$ cat src/rtl/cam_pkg.sv
// cam_pkg: output-format and FSM encodings plus luma coefficients for the camera capture path
package cam_pkg;
  typedef enum logic [1:0] {MODE_444 = 2'd0, MODE_565 = 2'd1, MODE_Y8 = 2'd2, MODE_RSV = 2'd3} mode_e;
  typedef enum logic [1:0] {IDLE = 2'd0, WAIT_VS = 2'd1, ACTIVE = 2'd2} state_e;
  localparam logic [7:0] Y_CR = 8'd77;
  localparam logic [7:0] Y_CG = 8'd150;
  localparam logic [7:0] Y_CB = 8'd29;
endpackage

$ cat src/rtl/pix_capture_dbuf_if.sv
// pix_capture_dbuf_if: camera byte stream in, frame-buffer write port out
interface pix_capture_dbuf_if #(parameter int ADDR_W = 20);
  logic i_vsync;
  logic i_href;
  logic [7:0] i_pix_byte;
  logic o_wren;
  logic [15:0] o_wdata;
  logic [ADDR_W-1:0] o_waddr;
  modport master (input i_vsync, i_href, i_pix_byte, output o_wren, o_wdata, o_waddr);
  modport slave (output i_vsync, i_href, i_pix_byte, input o_wren, o_wdata, o_waddr);
endinterface

$ cat src/rtl/pix_capture_dbuf_conv.sv
// pix_fmt_conv: two-stage RGB565 -> RGB444/RGB565/Y8 converter carrying a sideband tag
module pix_fmt_conv import cam_pkg::*; #(parameter int SW = 20) (
  input  logic clk,
  input  logic rst,
  input  logic flush,
  input  logic in_v,
  input  logic [15:0] in_pix,
  input  mode_e mode,
  input  logic [SW-1:0] in_side,
  output logic out_v,
  output logic [15:0] out_data,
  output logic [SW-1:0] out_side
);
  logic s1_v;
  logic [15:0] s1_pix, pr, pg, pb, y_sum;
  mode_e s1_mode;
  logic [SW-1:0] s1_side;
  logic [7:0] r8, g8, b8;
  always_comb begin
    r8 = {in_pix[15:11], in_pix[15:13]};
    g8 = {in_pix[10:5], in_pix[10:9]};
    b8 = {in_pix[4:0], in_pix[4:2]};
    y_sum = pr + pg + pb;
  end
  // coefficients sum to 256, so the luma sum never exceeds 16 bits
  always_ff @(posedge clk or posedge rst)
    if (rst) begin
      s1_v <= 1'b0;
      s1_pix <= '0;
      s1_mode <= MODE_444;
      s1_side <= '0;
      pr <= '0;
      pg <= '0;
      pb <= '0;
      out_v <= 1'b0;
      out_data <= '0;
      out_side <= '0;
    end else begin
      s1_v <= in_v & ~flush;
      out_v <= s1_v & ~flush;
      if (in_v) begin
        s1_pix <= in_pix;
        s1_mode <= mode;
        s1_side <= in_side;
        pr <= 16'(Y_CR) * 16'(r8);
        pg <= 16'(Y_CG) * 16'(g8);
        pb <= 16'(Y_CB) * 16'(b8);
      end
      if (s1_v) begin
        out_side <= s1_side;
        out_data <= s1_mode == MODE_444 ? {4'b0, s1_pix[15:12], s1_pix[10:7], s1_pix[4:1]} :
                    s1_mode == MODE_Y8 ? {8'b0, y_sum[15:8]} : s1_pix;
      end
    end
endmodule

$ cat src/rtl/pix_capture_dbuf.sv
// pix_capture_dbuf: captures camera byte pairs into a double-buffered frame store
module pix_capture_dbuf import cam_pkg::*; #(
  parameter int H_RES = 640,
  parameter int V_RES = 480,
  parameter int ADDR_W = 20
) (
  input  logic clk,
  input  logic rst,
  input  logic i_en,
  input  logic [1:0] i_mode,
  input  logic i_decim,
  pix_capture_dbuf_if.master bus,
  output logic o_bank,
  output logic o_rd_bank,
  output logic o_frame_done,
  output logic [15:0] o_frame_cnt,
  output logic o_err
);
  localparam int PW = $clog2(H_RES + 1);
  localparam int LW = $clog2(V_RES + 1);
  localparam logic [PW-1:0] PX_MAX = PW'(H_RES);
  localparam logic [LW-1:0] LN_MAX = LW'(V_RES);
  localparam logic [ADDR_W-1:0] BANK1 = ADDR_W'(H_RES * V_RES);
  state_e state, nxt;
  mode_e mode_q;
  logic decim_q, vs_q, hr_q, ph, bad, cap_v;
  logic [7:0] hi;
  logic [15:0] cap_pix;
  logic [PW-1:0] px;
  logic [LW-1:0] ln;
  logic [ADDR_W-1:0] idx, cap_addr;
  logic [1:0] pend;
  logic vs_fall, vs_rise, arm, start, act, fin, pix_done, over, line_end, wr_ok, good, err_set;
  always_ff @(posedge clk or posedge rst)
    if (rst) state <= IDLE;
    else state <= nxt;
  always_comb
    nxt = !i_en ? IDLE :
          state == IDLE ? WAIT_VS :
          state == WAIT_VS ? (vs_fall ? ACTIVE : WAIT_VS) :
          (vs_rise ? WAIT_VS : ACTIVE);
  always_comb begin
    arm = state == IDLE && i_en;
    start = state == WAIT_VS && nxt == ACTIVE;
    act = state == ACTIVE && i_en;
    fin = act && vs_rise;
  end
  always_comb begin
    vs_fall = vs_q & ~bus.i_vsync;
    vs_rise = ~vs_q & bus.i_vsync;
    pix_done = act & bus.i_href & ph;
    over = pix_done & ((px == PX_MAX) | (ln == LN_MAX));
    line_end = act & ~bus.i_href & hr_q;
    wr_ok = pix_done & ~over & (~decim_q | ~(px[0] | ln[0]));
    good = (ln == LN_MAX) & ~bad;
    err_set = over | (line_end & (ph | (ln == LN_MAX))) | (fin & ~good);
  end
  // px and ln saturate at the resolution; overflow is tracked by bad instead
  always_ff @(posedge clk or posedge rst)
    if (rst) begin
      vs_q <= 1'b0;
      hr_q <= 1'b0;
      mode_q <= MODE_444;
      decim_q <= 1'b0;
      ph <= 1'b0;
      hi <= '0;
      px <= '0;
      ln <= '0;
      idx <= '0;
      bad <= 1'b0;
      cap_v <= 1'b0;
      cap_pix <= '0;
      cap_addr <= '0;
    end else begin
      vs_q <= bus.i_vsync;
      hr_q <= bus.i_href;
      cap_v <= wr_ok;
      if (start) begin
        mode_q <= mode_e'(i_mode);
        decim_q <= i_decim;
        ph <= 1'b0;
        px <= '0;
        ln <= '0;
        idx <= '0;
        bad <= 1'b0;
      end else if (act && bus.i_href) begin
        ph <= ~ph;
        if (!ph) hi <= bus.i_pix_byte;
        if (pix_done && !over) px <= px + 1'b1;
        if (over) bad <= 1'b1;
        if (wr_ok) begin
          cap_pix <= {hi, bus.i_pix_byte};
          cap_addr <= (o_bank ? BANK1 : '0) + idx;
          idx <= idx + 1'b1;
        end
      end else if (line_end) begin
        ph <= 1'b0;
        px <= '0;
        if (ln != LN_MAX) ln <= ln + 1'b1;
        if (ph || px != PX_MAX || ln == LN_MAX) bad <= 1'b1;
      end
    end
  // commit waits out the converter latency so the last write precedes the bank swap
  always_ff @(posedge clk or posedge rst)
    if (rst) begin
      pend <= '0;
      o_bank <= 1'b0;
      o_rd_bank <= 1'b1;
      o_frame_done <= 1'b0;
      o_frame_cnt <= '0;
      o_err <= 1'b0;
    end else begin
      pend <= i_en ? {pend[0], fin & good} : 2'b00;
      o_frame_done <= pend[1] & i_en;
      if (pend[1] && i_en) begin
        o_rd_bank <= o_bank;
        o_bank <= ~o_bank;
        o_frame_cnt <= o_frame_cnt + 1'b1;
      end
      o_err <= arm ? 1'b0 : (o_err | err_set);
    end
  pix_fmt_conv #(.SW(ADDR_W)) u_conv (
    .clk(clk),
    .rst(rst),
    .flush(~i_en),
    .in_v(cap_v),
    .in_pix(cap_pix),
    .mode(mode_q),
    .in_side(cap_addr),
    .out_v(bus.o_wren),
    .out_data(bus.o_wdata),
    .out_side(bus.o_waddr)
  );
endmodule

$ cat src/flat_wrapper.sv
// flat-port wrapper written by rule: the top's interface ports become plain ports
module pix_capture_dbuf_flat import cam_pkg::*;
#(
  parameter int H_RES = 640,
  parameter int V_RES = 480,
  parameter int ADDR_W = 20
)
  (clk, rst, i_en, i_mode, i_decim, o_bank, o_rd_bank, o_frame_done, o_frame_cnt, o_err, bus_i_vsync, bus_i_href, bus_i_pix_byte, bus_o_wren, bus_o_wdata, bus_o_waddr);
  pix_capture_dbuf_if #(.ADDR_W(ADDR_W)) bus_i ();
  input  logic clk;
  input  logic rst;
  input  logic i_en;
  input  logic [1:0] i_mode;
  input  logic i_decim;
  output logic o_bank;
  output logic o_rd_bank;
  output logic o_frame_done;
  output logic [15:0] o_frame_cnt;
  output logic o_err;
  input wire logic [$bits(bus_i.i_vsync)-1:0] bus_i_vsync;
  input wire logic [$bits(bus_i.i_href)-1:0] bus_i_href;
  input wire logic [$bits(bus_i.i_pix_byte)-1:0] bus_i_pix_byte;
  output wire logic [$bits(bus_i.o_wren)-1:0] bus_o_wren;
  output wire logic [$bits(bus_i.o_wdata)-1:0] bus_o_wdata;
  output wire logic [$bits(bus_i.o_waddr)-1:0] bus_o_waddr;
  assign bus_i.i_vsync = bus_i_vsync;
  assign bus_i.i_href = bus_i_href;
  assign bus_i.i_pix_byte = bus_i_pix_byte;
  assign bus_o_wren = bus_i.o_wren;
  assign bus_o_wdata = bus_i.o_wdata;
  assign bus_o_waddr = bus_i.o_waddr;
  pix_capture_dbuf #(.H_RES(H_RES), .V_RES(V_RES), .ADDR_W(ADDR_W)) u_core (.clk(clk), .rst(rst), .i_en(i_en), .i_mode(i_mode), .i_decim(i_decim), .bus(bus_i), .o_bank(o_bank), .o_rd_bank(o_rd_bank), .o_frame_done(o_frame_done), .o_frame_cnt(o_frame_cnt), .o_err(o_err));
endmodule
$ cat config.mk
export PLATFORM = sky130hd
export DESIGN_NAME = pix_capture_dbuf_flat
export DESIGN_NICKNAME = d
export VERILOG_FILES = /design/src/rtl/cam_pkg.sv /design/src/rtl/pix_capture_dbuf_if.sv /design/src/rtl/pix_capture_dbuf_conv.sv /design/src/rtl/pix_capture_dbuf.sv /design/src/flat_wrapper.sv
export SDC_FILE = /design/constraint.sdc
export NUM_CORES = 1
export LEC_CHECK = 0
export BUFFER_PORTS_ARGS = -buffer_cell sky130_fd_sc_hd__buf_2
export CAP_MARGIN = 15
export CORE_ASPECT_RATIO = 0.9
export CORE_MARGIN = 10
export CORE_UTILIZATION = 55
export DETAILED_ROUTE_END_ITERATION = 16
export GPL_ROUTABILITY_DRIVEN = 0
export PLACE_DENSITY = 0.73
export SYNTH_ARGS = -nofsm -noshare
export SYNTH_HDL_FRONTEND = slang
export SYNTH_SLANG_ARGS = --single-unit
$ cat constraint.sdc
create_clock -name clk -period 14.4 [get_ports clk]
set_clock_uncertainty 0.1 [all_clocks]
set_input_delay 0.72 -clock clk [delete_from_list [all_inputs] [get_ports clk]]
set_output_delay 0.72 -clock clk [all_outputs]
set_load 0.02 [all_outputs]
==> summary.txt, run 1 <==
Logic synthesis
  • Synth cell types: 63
  • Synth Register Bits: 229
  • Sequential share of the synthesized area: 44.0%
  • Syn Nets: 1420
  • Mapped Avg Cell Area: 10.5 sq um
  • Yosys warns: 0
  • Post-Synthesis Cells: 1245
  • Post-synth EDFFs: 0
  • Synth Flop Type: dfrtp_1
  • FFs w/ async S/R, synth: 100%
  • Cell Area, Synth: 13000 sq um

Setup path
  • Crit path cell chain: ha_1 > ha_1 > inv_1 > fa_1 > fa_1 > inv_1 > ha_1 > a211o_1 > or3_1 > a41oi_1 > nor2b_1 > o41a_1
  • Worst Path Required: 14690 ps
  • WP data arrival: 4230 ps
  • R2R Setup Slk: 10460 ps
  • Worst setup EP type: register
  • Worst Path Buf+Inv: 2
  • CP max stage delay: 510 ps
  • RR Endpoint: u_core.u_conv.pg[15]
  • Cells on worst reg2reg path: 12
  • CP Launch Point: u_core.cap_pix[9]
  • Worst path slowest cell: fa_1
  • Critical setup path kind: reg -> reg
  • CP max FO: 8
  • Startpoint types: register
  • Worst r2r src: u_core.cap_pix[9]
  • Critical path's top delay family: adder cells
  • Most frequent CP cell: ha_1

Clock tree
  • Clk_lat worst skew: 530 ps
  • Clock sink total: 229
  • Htree depth: 1
  • Cts hold-fix bufs: 0
  • Setup repair bufs after CTS: 0
  • CTS tree: yes
  • CTS root buf: clkbuf_16
  • Post-CTS sizing: 0
  • CTS Buf Count: 24
  • Reg clk slew, reported paths: 60 ps
  • Clock buffer depth: 3

Finish
  • Nets: 1484
  • Highest-count cells in the layout ignoring fill and taps: 226 x dfrtp_1, 150 x nand2_1, 121 x ha_1
  • Layout filler cell count: 1914
  • Post-Layout Cell Count: 1632
  • Area grow syn2layout: 10.8%
  • Ratio of cells with drive above 1 in the final layout: 15.7%
  • Finished Cell Area: 14400 sq um
  • Most common cell after layout, fill and taps aside: dfrtp_1

Hold path
  • Worst Hold Class: in -> async

Routing
  • DRC: 0
  • Routed WL: 27400 um
  • Routed Antenna Nets: 0
  • DRT Pass-1 Iters: 7
  • Initial DRC Count: 620
  • Drt via density: 5.61
  • Wire per inst: 16.8 um
  • Vias: 9152

Timing
  • Fmax achieved: 0.254 GHz
  • Period utilization: 27.3%
  • Max-slew headroom: 38.7%
  • Post-Route Hold Slack: 210 ps
  • Setup TNS Final: 0 ps
  • Max Slew Vio Count: 0
  • RSZ-0062 raised after global routing: false
  • Final Critical Period: 3940 ps
  • Final Hold Viols: 0
  • Least-Margin Pin Slew: 918 ps
  • Endpoints failing setup: 0

Floorplan
  • Core area: 23300 sq um
  • Die H: 166 um
  • Site Rows: 53
  • Die Wd: 182 um
  • Io pins: 73
  • Initial Utilization: 55.8%
  • Die Area: 30200 sq um

Power and ir drop
  • Sw frac: 32.1%
  • Reg power frac: 38.4%
  • Worst vdd ir: 0.114 mV
  • Combinational group share of total power: 29.0%
  • Power share of the clock group: 32.6%
  • Power Total: 0.00184 W
  • Cell-internal power: 0.00125 W
  • Net Sw Power: 0.000591 W
  • Leakage dissipation: 7.34 nW
  • Power Density: 128 nW/um^2

Placed design
  • DP HPWL: 20000 um
  • # port buffers: 72
  • Cells after DPL: 1585
  • Area post-placement: 13700 sq um

Global route
  • Vias in the first global route: 8979
  • Largest net degree at the start of global routing: 110
  • Initial antenna violation count: 4
  • Grt total ovfl: 0
  • GRT Total Usage: 18.1%
  • First-pass GRT wire length: 46100 um

Job
  • MaxCap Viol Count: 0

Status
  • Status: complete, no violations
[per-layer routing]
layer	up-vias	global-route usage [%]	share of wire (%)
met5	-	0	0.12
met4	4	3.89	1.9
met3	42	3.94	5.4
met2	170	25.8	42
met1	4490	27.3	51
li1	4446	-	-
[worst register-to-register path, delay by kind of cell (launching register included)]
family | cells | cell delay [ps]
buf+inv | 2 | 90
simple gates | 2 | 410
compound gates | 3 | 880
flops | 1 | 480
fa+ha+maj | 5 | 1850
[metrics by stage]
stage / setup WS, ps / util (%)
floorplan: 7310 / -
finish: 10460 / 61.8
global route: 10200 / 61.8
CTS: 10440 / 61.8
detailed placement: 10450 / 58.5
global placement: 10520 / 58.5
[worst max-delay path by stage]
stage | cells past startpoint | to
after floorplan | 1 | u_core.bad
after global placement | 12 | u_core.u_conv.pg[15]
after detailed placement | 12 | u_core.u_conv.pg[15]
after CTS | 12 | u_core.u_conv.pg[15]
after global routing | 13 | u_core.u_conv.pr[14]
final | 12 | u_core.u_conv.pg[15]
[power groups by stage]
stage | registers, W | clock network [W] | logic [W]
floorplan | 0.000709 | 0 | 0.000409
global placement | 0.000717 | 0 | 0.000510
detailed placement | 0.000719 | 0 | 0.000527
CTS | 0.000707 | 0.000612 | 0.000532
global route | 0.000712 | 0.000637 | 0.000606
finish | 0.000708 | 0.000600 | 0.000533
[cell type report]
| class | instances | area [sq um] | share of cell area, % |
|---|---|---|---|
| sequential | 229 | 5740 | 39.8 |
| antenna | 3 | 7.51 | 0.0520 |
| clock buffer | 33 | 664 | 4.60 |
| clock inverter | 11 | 97.6 | 0.676 |
| inverter | 105 | 402 | 2.78 |
| tap | 302 | 378 | 2.62 |
| multi-input combinational | 872 | 6740 | 46.7 |
| timing repair buffer | 77 | 398 | 2.76 |
[kinds of logic after synthesis]
group / count (synthesis) / share of synthesized area (%)
AO/OA/AOI/OAI: 235 / 11.2
XOR/XNOR: 63 / 4.24
AND/OR/NAND/NOR: 336 / 12.0
buffers and inverters: 144 / 4.22
adder cells (fa/ha/maj): 159 / 17.5
multiplexers: 79 / 6.86
flip-flops: 229 / 44.0
[synth_stat cells (all sizes together) (2+ instances only)]
library cell	instances	area [sq um]
nor2	76	293
a21oi	38	190
or3	6	37.5
nor3b	5	37.5
dfrtp	228	5710
o21a	7	52.6
and2	9	56.3
nor2b	8	50.1
and3b	2	17.5
ha	121	1510
xnor2	38	333
nor3	11	65.1
a211oi	14	115
o311ai	7	61.3
inv	105	394
o41a	2	22.5
and3	13	81.3
a21o	17	129
and4b	2	20.0
a31oi	9	56.3
o41ai	2	17.5
o21bai	2	15.0
buf	15	65.1
nand2b	4	25.0
nand3b	3	22.5
and4	4	35.0
clkbuf	24	90.1
a41oi	2	17.5
a221oi	3	32.5
xor2	25	219
o31ai	11	82.6
o21ai	104	521
nor4	3	18.8
nand3	19	95.1
fa	38	761
mux2	79	893
a21boi	2	15.0
nand4	16	100
o2bb2ai	4	35.0
a211o	2	17.5
nand2	150	563
or2	2	12.5
a311oi	2	17.5
[sequential cells by signal, summed over array words and instances, names as in the netlist, 9 cells and up]
name                    flops
u_core.cap_addr            20
u_core.idx                 20
u_core.u_conv.out_side     20
u_core.u_conv.s1_side      20
u_core.cap_pix             16
u_core.o_frame_cnt         16
u_core.u_conv.out_data     16
u_core.u_conv.s1_pix       16
u_core.u_conv.pg           14
u_core.u_conv.pr           13
u_core.u_conv.pb           11
u_core.px                  10
u_core.ln                   9
Note: power is estimated with default switching activity, not from simulation.
==> inputs of run 2 (changes only) <==
- clock period: 14.4 -> 3.8 ns (I/O delays scaled with it)
==> run 2 against run 1 <==
Flip-flop and latch count stayed put. Die area stayed put. Setup slack worse by 10000 ps. Combinational power grew to 4.1 times the previous value. Sequential power grew to 3.8 times the previous value. Critical endpoint unchanged.
==> summary.txt, run 2 (synthesized netlist as in run 1, its figures left out) <==
Power and ir drop
  • Power share of the clock group: 31.1% (was 32.6%)
  • Net Sw Power: 0.00223 W (was 0.000591 W)
  • Leakage dissipation: 7.51 nW (was 7.34 nW)
  • Combinational group share of total power: 31.1% (was 29.0%)
  • Power Density: 473 nW/um^2 (was 128 nW/um^2)
  • Sw frac: 31.6% (was 32.1%)
  • Cell-internal power: 0.00482 W (was 0.00125 W)
  • Worst vdd ir: 0.336 mV (was 0.114 mV)
  • Reg power frac: 37.8% (was 38.4%)

Setup path
  • Startpoint types: register (unchanged)
  • R2R Setup Slk: 120 ps (was 10460 ps)
  • WP data arrival: 3970 ps (was 4230 ps)
  • RR Endpoint: u_core.u_conv.pg[15] (unchanged)
  • Worst r2r src: u_core.cap_pix[7] (was u_core.cap_pix[9])
  • CP max FO: 5 (was 8)
  • Cells on worst reg2reg path: 12 (unchanged)
  • Worst setup EP type: register (unchanged)
  • Worst Path Required: 4090 ps (was 14690 ps)
  • Critical Path Sink: u_core.u_conv.pg[15] (unchanged)
  • Critical setup path kind: reg -> reg (unchanged)
  • CP Launch Point: u_core.cap_pix[7] (was u_core.cap_pix[9])

Clock tree
  • CTS root buf: clkbuf_16 (unchanged)
  • Clock sink total: 229 (unchanged)
  • CTS Buf Count: 25 (was 24)
  • CTS tree: yes (unchanged)
  • Clock buffer depth: 3 (unchanged)
  • Reg clk slew, reported paths: 60 ps (about the same)
  • Htree depth: 1 (unchanged)
  • Clk_lat worst skew: 520 ps (was 530 ps)

Placed design
  • # port buffers: 72 (unchanged)
  • Placement Setup Slack: -66.4 ps (was 10450 ps)
  • DP HPWL: 20400 um (was 20000 um)
  • Area post-placement: 13800 sq um (was 13700 sq um)

Routing
  • Vias: 9432 (was 9152)
  • Routed WL: 28400 um (was 27400 um)
  • Wire per inst: 17.0 um (was 16.8 um)
  • Drt via density: 5.64 (was 5.61)
  • Initial DRC Count: 503 (was 620)
  • Routed Antenna Nets: 0 (unchanged)
  • DRC: 0 (unchanged)
  • DRT Pass-1 Iters: 4 (was 7)

Finish
  • Finished Cell Area: 14900 sq um (was 14400 sq um)
  • Highest-count cells in the layout ignoring fill and taps: 223 x dfrtp_1, 150 x nand2_1, 112 x ha_1 (was 226 x dfrtp_1, 150 x nand2_1, 121 x ha_1)
  • Nets: 1526 (was 1484)
  • Most common cell after layout, fill and taps aside: dfrtp_1 (unchanged)
  • Ratio of cells with drive above 1 in the final layout: 18.4% (was 15.7%)
  • Area grow syn2layout: 14.5% (was 10.8%)

Status
  • Status: complete, no violations (unchanged)

Global route
  • Initial antenna violation count: 3 (was 4)
  • GRT Total Usage: 18.3% (was 18.1%)
  • Largest net degree at the start of global routing: 95 (was 110)
  • First-pass GRT wire length: 47200 um (was 46100 um)
  • Grt total ovfl: 0 (unchanged)
  • Vias in the first global route: 9286 (was 8979)

Timing
  • Period utilization: 96.8% (was 27.3%)
  • Endpoints failing setup: 0 (unchanged)
  • Least-Margin Pin Slew: 861 ps (was 918 ps)
  • Max Slew Vio Count: 0 (unchanged)
  • Final Hold Viols: 0 (unchanged)
  • Setup TNS Final: 0 ps (unchanged)
  • Fmax achieved: 0.272 GHz (was 0.254 GHz)
  • Final Critical Period: 3680 ps (was 3940 ps)
  • Max-slew headroom: 42.4% (was 38.7%)
  • Worst Setup Slack, final: 120 ps (was 10460 ps)

Job
  • MaxCap Viol Count: 0 (unchanged)

Floorplan
  • Die Wd: 182 um (unchanged)
  • Initial Utilization: 55.8% (unchanged)
  • Core area: 23300 sq um (unchanged)
  • Io pins: 73 (unchanged)
  • Die Area: 30200 sq um (unchanged)
  • Site Rows: 53 (unchanged)
  • Die H: 166 um (unchanged)

Hold path
  • Worst Hold Class: in -> async (unchanged)
run 2: cell count changes in the layout (fill, tap and decap cells not counted), sizes merged:
| cell | change |
|---|---|
| dlygate4sd3 | +15 |
| clkinv | -5 |
| clkbuf | +4 |
| buf | +26 |
| clkinvlp | +1 |
| bufinv | -1 |
run 2: stage by stage:
stage	total power, W	hold WS [ps]	util [%]	instances
after global routing	0.00749	251	63.9	1672
final	0.00705	211	63.9	1672
after CTS	0.00700	212	63.2	1666
after global placement	0.00468	192	59.3	1607
after floorplan	0.00424	121	-	1245
after detailed placement	0.00474	204	59.3	1607
run 2: power by group through the flow:
stage / registers, W / logic [W] / clock network [W]
after floorplan: 0.00269 / 0.00155 / 0
final: 0.00267 / 0.00219 / 0.00219
after global routing: 0.00268 / 0.00247 / 0.00234
after global placement: 0.00270 / 0.00198 / 0
after detailed placement: 0.00271 / 0.00204 / 0
after CTS: 0.00266 / 0.00209 / 0.00225
run 2: final cells by class:
class / instances / area, sq um
fillers: 1829 / 8430
multi-input cells: 872 / 6880
flip-flops and latches: 229 / 5740
repair buffers: 118 / 768
clock buffers: 37 / 701
inverters: 105 / 398
well taps: 302 / 378
clock inverters: 6 / 40.0
diodes: 3 / 7.51
run 2: worst min-delay path by stage:
stage / from / endpoint / slack, ps
after global placement: rst / u_core.cap_pix[2] / 190
after global routing: rst / u_core.cap_pix[9] / 250
after detailed placement: rst / u_core.o_frame_cnt[13] / 200
final: rst / u_core.cap_pix[9] / 210
after CTS: rst / u_core.hi[1] / 210
after floorplan: bus_i_href / u_core.hr_q / 120
run 2: repair_timing:
| action | CTS | global route |
|---|---|---|
| hold buffers | 15 | 0 |
| buffers inserted | 1 | 3 |
| setup endpoints to repair | 6 | 7 |
| endpoints found under the hold margin | 49 | 0 |
| pin swaps | 2 | 12 |
| gates resized for setup | 3 | 20 |
run 2: worst max-delay path, stage by stage (launching register included):
cell     delay, ps
dfrtp_1        380
ha_1           300
ha_1           280
inv_1           50
fa_1           460
fa_1           510
inv_1           50
ha_2           210
a211o_1        270
or3_4          340
a41oi_2        250
nor2b_1         70
o41a_1         300
run 2: per-layer routing:
metal  wire length, um  part of all wire, %  vias up  global-route usage, %
met5                 0                    0        -                      0
met4               350                  1.2        0                   2.93
met3              1680                  5.9       26                   3.62
met2             12500                   44      208                   27.4
met1             13800                   49     4680                   27.3
li1                  -                    -     4518                      -
==> inputs of run 3 (changes only) <==
- clock period: 3.8 -> 3.5 ns (I/O delays scaled with it)
==> run 3 against run 2 <==
The flow now finishes with violations (negative setup slack). Cell area rose by 4.0%. Critical path depth rose by 1. Sequential power is 8.2% higher. Largest power group is now combinational logic. Highest routed layer unchanged.
==> summary.txt, run 3 (synthesized netlist as in run 1, its figures left out) <==
Finish
  • Highest-count cells in the layout ignoring fill and taps: 221 x dfrtp_1, 149 x nand2_1, 98 x ha_1 (was 223 x dfrtp_1, 150 x nand2_1, 112 x ha_1)
  • Nets: 1549 (was 1526)
  • Inserted Diodes: 0 (was 3)
  • Post-Layout Cell Count: 1694 (was 1672)
  • Register area: 5740 sq um (about the same)
  • Area grow syn2layout: 19.0% (was 14.5%)
  • Layout filler cell count: 1783 (was 1829)
  • Most common cell after layout, fill and taps aside: dfrtp_1 (unchanged)
  • Ratio of cells with drive above 1 in the final layout: 23.9% (was 18.4%)
  • Multi-input logic area: 7210 sq um (was 6880 sq um)

Setup path
  • CP max FO: 4 (was 5)
  • Critical setup path kind: reg -> reg (unchanged)
  • Startpoint types: register (unchanged)
  • WP data arrival: 3970 ps (about the same)
  • Worst setup EP type: register (unchanged)
  • Worst Path Required: 3820 ps (was 4090 ps)

Hold path
  • Worst Hold Class: in -> async (unchanged)

Power and ir drop
  • Net Sw Power: 0.00272 W (was 0.00223 W)
  • Reg power frac: 34.3% (was 37.8%)
  • Power share of the clock group: 30.9% (was 31.1%)
  • Power Density: 543 nW/um^2 (was 473 nW/um^2)
  • Combinational group share of total power: 34.8% (was 31.1%)
  • Sw frac: 32.3% (was 31.6%)
  • Leakage dissipation: 7.71 nW (was 7.51 nW)
  • Cell-internal power: 0.00571 W (was 0.00482 W)
  • Power Total: 0.00842 W (was 0.00705 W)
  • Worst vdd ir: 0.320 mV (was 0.336 mV)

Routing
  • Drt via density: 5.61 (was 5.64)
  • Wire per inst: 17.5 um (was 17.0 um)
  • Routed WL: 29600 um (was 28400 um)
  • DRC: 0 (unchanged)
  • Initial DRC Count: 834 (was 503)
  • Routed Antenna Nets: 0 (unchanged)
  • Vias: 9507 (was 9432)
  • DRT Pass-1 Iters: 5 (was 4)

Status
  • Violated checks: negative setup slack
  • Status: finished, violations left (was complete, no violations)

Clock tree
  • CTS root buf: clkbuf_16 (unchanged)
  • Htree depth: 1 (unchanged)
  • Clock sink total: 229 (unchanged)
  • CTS tree: yes (unchanged)
  • Clock buffer depth: 3 (unchanged)
  • Reg clk slew, reported paths: 60 ps (about the same)
  • Clk_lat worst skew: 530 ps (was 520 ps)
  • CTS Buf Count: 24 (was 25)

Timing
  • RSZ-0062 raised after global routing: true
  • Worst Setup Slack, final: -152 ps (was 120 ps)
  • Fmax achieved: 0.274 GHz (was 0.272 GHz)
  • Least-Margin Pin Slew: 1030 ps (was 861 ps)
  • Final Critical Period: 3650 ps (was 3680 ps)
  • Max-slew headroom: 31.2% (was 42.4%)
  • Period utilization: 104% (was 96.8%)
  • Setup TNS Final: -469 ps (was 0 ps)
  • Endpoints failing setup: 5 (was 0)
  • Max Slew Vio Count: 0 (unchanged)
  • Final Hold Viols: 0 (unchanged)

Floorplan
  • Core area: 23300 sq um (unchanged)
  • Die Area: 30200 sq um (unchanged)
  • Die H: 166 um (unchanged)
  • Die Wd: 182 um (unchanged)
  • Io pins: 73 (unchanged)
  • Initial Utilization: 55.8% (unchanged)
  • Site Rows: 53 (unchanged)

Placed design
  • Cells after DPL: 1632 (was 1607)
  • # port buffers: 72 (unchanged)
  • DP HPWL: 21100 um (was 20400 um)

Global route
  • Grt total ovfl: 0 (unchanged)
  • First-pass GRT wire length: 49500 um (was 47200 um)
  • Vias in the first global route: 9672 (was 9286)
  • GRT Total Usage: 19.4% (was 18.3%)
  • Largest net degree at the start of global routing: 116 (was 95)
  • Initial antenna violation count: 0 (was 3)

Job
  • MaxCap Viol Count: 0 (unchanged)
## run 3: through the flow
stage / hold slack (ps) / setup WS (ps) / util, % / instance area [sq um]
2_1_floorplan: 106 / -45.9 / - / 13200
3_3_place_gp: 215 / -99.9 / 60.7 / 14200
3_5_place_dp: 217 / -159 / 60.7 / 14200
4_1_cts: 231 / -93.5 / 65.6 / 15300
5_1_grt: 266 / -255 / 66.4 / 15500
6_report: 255 / -152 / 66.4 / 15500
## run 3: per-layer routing
| layer | vias up | part of all wire, % | wire length (um) | track usage [%] |
|---|---|---|---|---|
| met5 | - | 0 | 0 | 0 |
| met4 | 0 | 2.0 | 581 | 4.28 |
| met3 | 46 | 4.9 | 1440 | 3.31 |
| met2 | 220 | 45 | 13400 | 29.7 |
| met1 | 4687 | 48 | 14300 | 28.0 |
| li1 | 4554 | - | - | - |
## run 3: final timing paths
check                      cells after the start                    to                from  slack [ps]
setup / recovery                              13  u_core.u_conv.pr[12]  u_core.cap_pix[14]        -150
hold / removal                                 4    u_core.cap_pix[10]                 rst         260
setup reg to reg                              13  u_core.u_conv.pr[12]  u_core.cap_pix[14]        -150
hold reg to reg                                1        u_core.pend[1]      u_core.pend[0]         360
max in group asynchronous                      4          u_core.cap_v                 rst        2460
min in group clk                               2           u_core.hr_q          bus_i_href         260
## run 3: repair_timing
item / 4_1_cts / 5_1_grt
hold buffers: 15 / 0
pin swaps: 22 / 13
gates resized for setup: 28 / 39
buffers inserted: 1 / 2
setup endpoints to repair: 9 / 14
hold endpoints to repair: 255 / 0
## run 3: critical path, cell delays in order (launching register included)
cell and delay, ps:
dfrtp_2 460, ha_4 280, ha_4 260, inv_2 30
fa_1 500, inv_2 50, ha_4 270, ha_4 190
a21o_1 190, or4_4 450, a221oi_4 300, buf_4 170
xnor2_2 50, mux2_4 260
## run 3: final cells by class
cell class	instances	share of cell area, %
multi-input combinational	872	46.5
sequential	229	37.0
timing repair buffer	142	6.19
clock buffer	35	4.59
tap	302	2.44
inverter	105	2.57
clock inverter	9	0.686
## run 3: power by group through the flow
stage	Combinational, W	Clock (W)	Sequential (W)
after floorplan	0.00174	0	0.00292
after global placement	0.00239	0	0.00293
after detailed placement	0.00245	0	0.00294
after CTS	0.00260	0.00265	0.00289
after global routing	0.00324	0.00276	0.00291
final	0.00293	0.00260	0.00289
